<file path="config.mk">
export PLATFORM = sky130hd
export DESIGN_NAME = i2c_sync_filter
export DESIGN_NICKNAME = d
export VERILOG_FILES = /design/src/rtl/i2c_bus_pkg.sv /design/src/rtl/i2c_sync_filter.sv
export SDC_FILE = /design/constraint.sdc
export NUM_CORES = 1
export LEC_CHECK = 0
export BUFFER_PORTS_ARGS = -buffer_cell sky130_fd_sc_hd__buf_4
export CORE_AREA = 2 2 39 41
export DETAILED_ROUTE_END_ITERATION = 7
export DIE_AREA = 0 0 41 43
export PLACE_DENSITY = 0.3
export RECOVER_POWER = 100
export SLEW_MARGIN = 20
export SYNTH_ARGS = -nofsm -noshare
export SYNTH_HDL_FRONTEND = slang
export SYNTH_SLANG_ARGS = --single-unit
</file>
<file path="constraint.sdc">
create_clock -name pclk -period 1.2 [get_ports pclk]
set_input_delay 0.12 -clock pclk [delete_from_list [all_inputs] [get_ports pclk]]
set_output_delay 0.12 -clock pclk [all_outputs]
set_load 0.005 [all_outputs]
</file>
<file path="src/rtl/i2c_bus_pkg.sv">
// Shared types and defaults for the I2C bus model.
package i2c_bus_pkg;

  typedef enum logic {
    IDLE = 1'b0,
    BUSY = 1'b1
  } bus_state_e;

  localparam logic [3:0] ACK_SLOT = 4'd8;

  localparam int unsigned DEF_SYNC_STAGES = 2;
  localparam int unsigned DEF_FILT_CYCLES = 3;

endpackage

</file>
<file path="src/rtl/i2c_sync_filter.sv">
// Synchroniser followed by a stability filter: q follows d once the synchronised
// value has differed from q for FILT_CYCLES consecutive samples. Resets to 1.
module i2c_sync_filter
  import i2c_bus_pkg::*;
#(
  parameter int unsigned SYNC_STAGES = DEF_SYNC_STAGES,
  parameter int unsigned FILT_CYCLES = DEF_FILT_CYCLES
) (
  input  logic pclk,
  input  logic s_resetn,
  input  logic d,
  output logic q
);

  localparam int unsigned CW = (FILT_CYCLES > 1) ? $clog2(FILT_CYCLES) : 1;

  logic [SYNC_STAGES-1:0] sync;
  logic [CW-1:0]          cnt;
  logic                   s;

  assign s = sync[SYNC_STAGES-1];

  // Counting only while s differs from q: any flip of s back to q's level
  // reloads the counter, so short glitches never reach q.
  always_ff @(posedge pclk) begin
    if (!s_resetn) begin
      sync <= '1;
      cnt  <= '0;
      q    <= 1'b1;
    end else begin
      sync[0] <= d;
      for (int unsigned i = 1; i < SYNC_STAGES; i++) begin
        sync[i] <= sync[i-1];
      end
      if (s == q) begin
        cnt <= '0;
      end else if (cnt == CW'(FILT_CYCLES - 1)) begin
        q   <= s;
        cnt <= '0;
      end else begin
        cnt <= cnt + 1'b1;
      end
    end
  end

endmodule

</file>
==> flow_metrics.tcl <==
set metrics [dict create \
    post_cts_buffers 0 \
    antenna_found_initial 0 \
    routed_wl_um 237 \
    critPathRequiredTime_ns 1.34 \
    postCtsResizedCells 0 \
    place_inst 33 \
    clock_skew_ns 0.00103 \
    fillers 148 \
    ys_seq_area_share_pct 59.3 \
    tns_ns 0 \
    firstDrtPassIters 1 \
    grt_pass1_vias 120 \
    critPathTopFamily "flip-flops" \
    p_per_area_nw_per_um2 1570 \
    worst-path-max-fanout 2 \
    critPathArrivalTime_ns 1.13 \
    fp.dieH_um 43 \
    yosys.area.top_type "dfxtp_1" \
    synth_top_area_share_pct 59.3 \
    critPathMaxStageDelay_ns 0.32 \
    max_cap_violations 0 \
    rsz0062_at_grt "false" \
    fin_cells 37 \
    diodes 0 \
    setup.worst_path.end_class "flop" \
    clk_path_buf_depth 2 \
    hold_viol 0 \
    yosysWarnings 0 \
    cts_tree "yes" \
    die_x_um 41 \
    max_freq_mhz 1010 \
    drc 0 \
    clk_pin_slew_ns 0.04 \
    path_class "reg -> reg" \
    ioPinCount 4 \
    cellLeakagePower_nw 0.0884 \
    slowest_stage "dfxtp_1" \
    placed_cell_area_um2 211 \
    cts_inserted_buffers 3 \
    design_area_um2 238 \
    area_growth_pct 40.7 \
    die_area_um2 1760 \
    worstPathBufferInverterCount 1 \
    post-route-util_pct 17.2 \
    ys_types 8 \
    grt_usage_pct 4.22 \
    hp-class "in -> reg" \
    final-setup-viol-count 0 \
    grt_overflow_total 0 \
    grt_pass1_wl_um 427 \
    ys_ff_latch 5 \
    final_antenna_net_count 0 \
    viasPerCell 3.30 \
    place.gp.congestion 0.583 \
    syn_area_um2 169 \
    via_count 122 \
    tightest_slew_ns 0.220 \
    synth_area_per_cell_um2 12.1 \
    num_rows 14 \
    drive_gt1_share_pct 28.6 \
    fin_crit_sh_pct 82.2 \
    slew_headroom_pct 85.1 \
    drtIter0Drc 0 \
    grt_max_degree 6 \
    critPathLaunchType "flop" \
    fin_nets 26 \
    finalWorstPathRequiredPeriod_ns 0.986 \
    r2r_slack_ns 0.21 \
    multiInputGateArea_um2 65.1 \
    cts-htree-levels 1 \
    status "finished clean" \
    io_buffers 3 \
    clock_sinks 5 \
    start_util_pct 12.2 \
    core_um2 1380 \
    ir_drop_uv 411 \
    dpl.hpwl_um 198 \
    clk_latency_ns 0.23 \
    root_buffer "clkbuf_4" \
    worstPathCellList "inv_1 -> ha_1 -> nor4b_1" \
    wl_per_cell_um 6.41 \
    syn_inst 14 \
    ctsHoldBuffers 0 \
    synthesis.nets 18 \
    synthTopCellsByArea "dfxtp_1 59%, nor4b_1 10%, ha_1 7.4%" \
    drv_slew 0 \
    seq_area_um2 100 \
]
-- per-layer routing --
metal,vias up,share of wire (%),GRT usage (%)
met2,4,52,5.00
met1,55,39,3.55
met3,0,8.0,3.14
li1,63,-,-
met5,-,0,0
met4,0,0,6.00
-- Yosys cell counts --
master and number:
dfxtp_1 5, nand2b_1 2, nor4b_1 2, ha_1 1, inv_1 1, mux2i_1 1, nand2_1 1, xnor2_1 1
-- power breakdown --
part / total [mW] / switching (mW) / leakage (nW) / internal [mW]
sequential: 0.173 / 0.00171 / 0.0409 / 0.171
combinational: 0.0128 / 0.00449 / 0.0325 / 0.00827
clock: 0.188 / 0.0624 / 0.0150 / 0.125
total: 0.373 / 0.0686 / 0.0884 / 0.305
-- cell usage in the layout, fill, tap and decap left out --
cell,synthesis,layout
xnor2_1,1,1
nand2b_1,2,2
nor4b_1,2,2
dfxtp_1,5,5
inv_1,1,1
clkbuf_4,0,5
nand2_1,1,1
ha_1,1,1
mux2i_1,1,1
buf_4,0,1
clkbuf_1,0,1
-- registers in the layout, indices dropped and copies added (netlist names) --
signal  cells
cnt         2
sync        2
q           1
-- path summary, 6_finish.rpt --
check | from | cells after the start | end
hold / removal | s_resetn | 2 | q
hold reg to reg | sync[0] | 1 | sync[1]
setup reg to reg | cnt[0] | 3 | cnt[1]
setup / recovery | cnt[0] | 3 | cnt[1]
-- per-stage QoR --
step / worst slack, ns / power [mW] / hold WS [ns]
after floorplan: 0.245 / 0.181 / 0.182
after global placement: 0.213 / 0.188 / 0.307
after detailed placement: 0.193 / 0.189 / 0.317
after CTS: 0.191 / 0.384 / 0.0683
after global routing: 0.111 / 0.399 / 0.0860
final: 0.214 / 0.373 / 0.0858
-- logic make-up after synthesis --
logic type               count (synthesis)  synth area share (%)
XOR/XNOR                                 1                  5.19
adder cells (fa/ha/maj)                  1                  7.41
buffers and inverters                    1                  2.22
flip-flops                               5                  59.3
multiplexers                             1                  5.93
AND/OR/NAND/NOR                          5                  20.0
-- worst register-to-register path: stages, from the launching register on --
cell	delay (ns)
dfxtp_1	0.32
inv_1	0.04
ha_1	0.27
nor4b_1	0.26
-- area by class of cell --
| type | count | share of cell area, % |
|---|---|---|
| clock buffers | 4 | 11.1 |
| repair buffers | 3 | 9.47 |
| multi-input cells | 8 | 27.4 |
| well taps | 16 | 8.42 |
| flip-flops and latches | 5 | 42.1 |
| inverters | 1 | 1.58 |
Note: power is estimated with default switching activity, not from simulation.
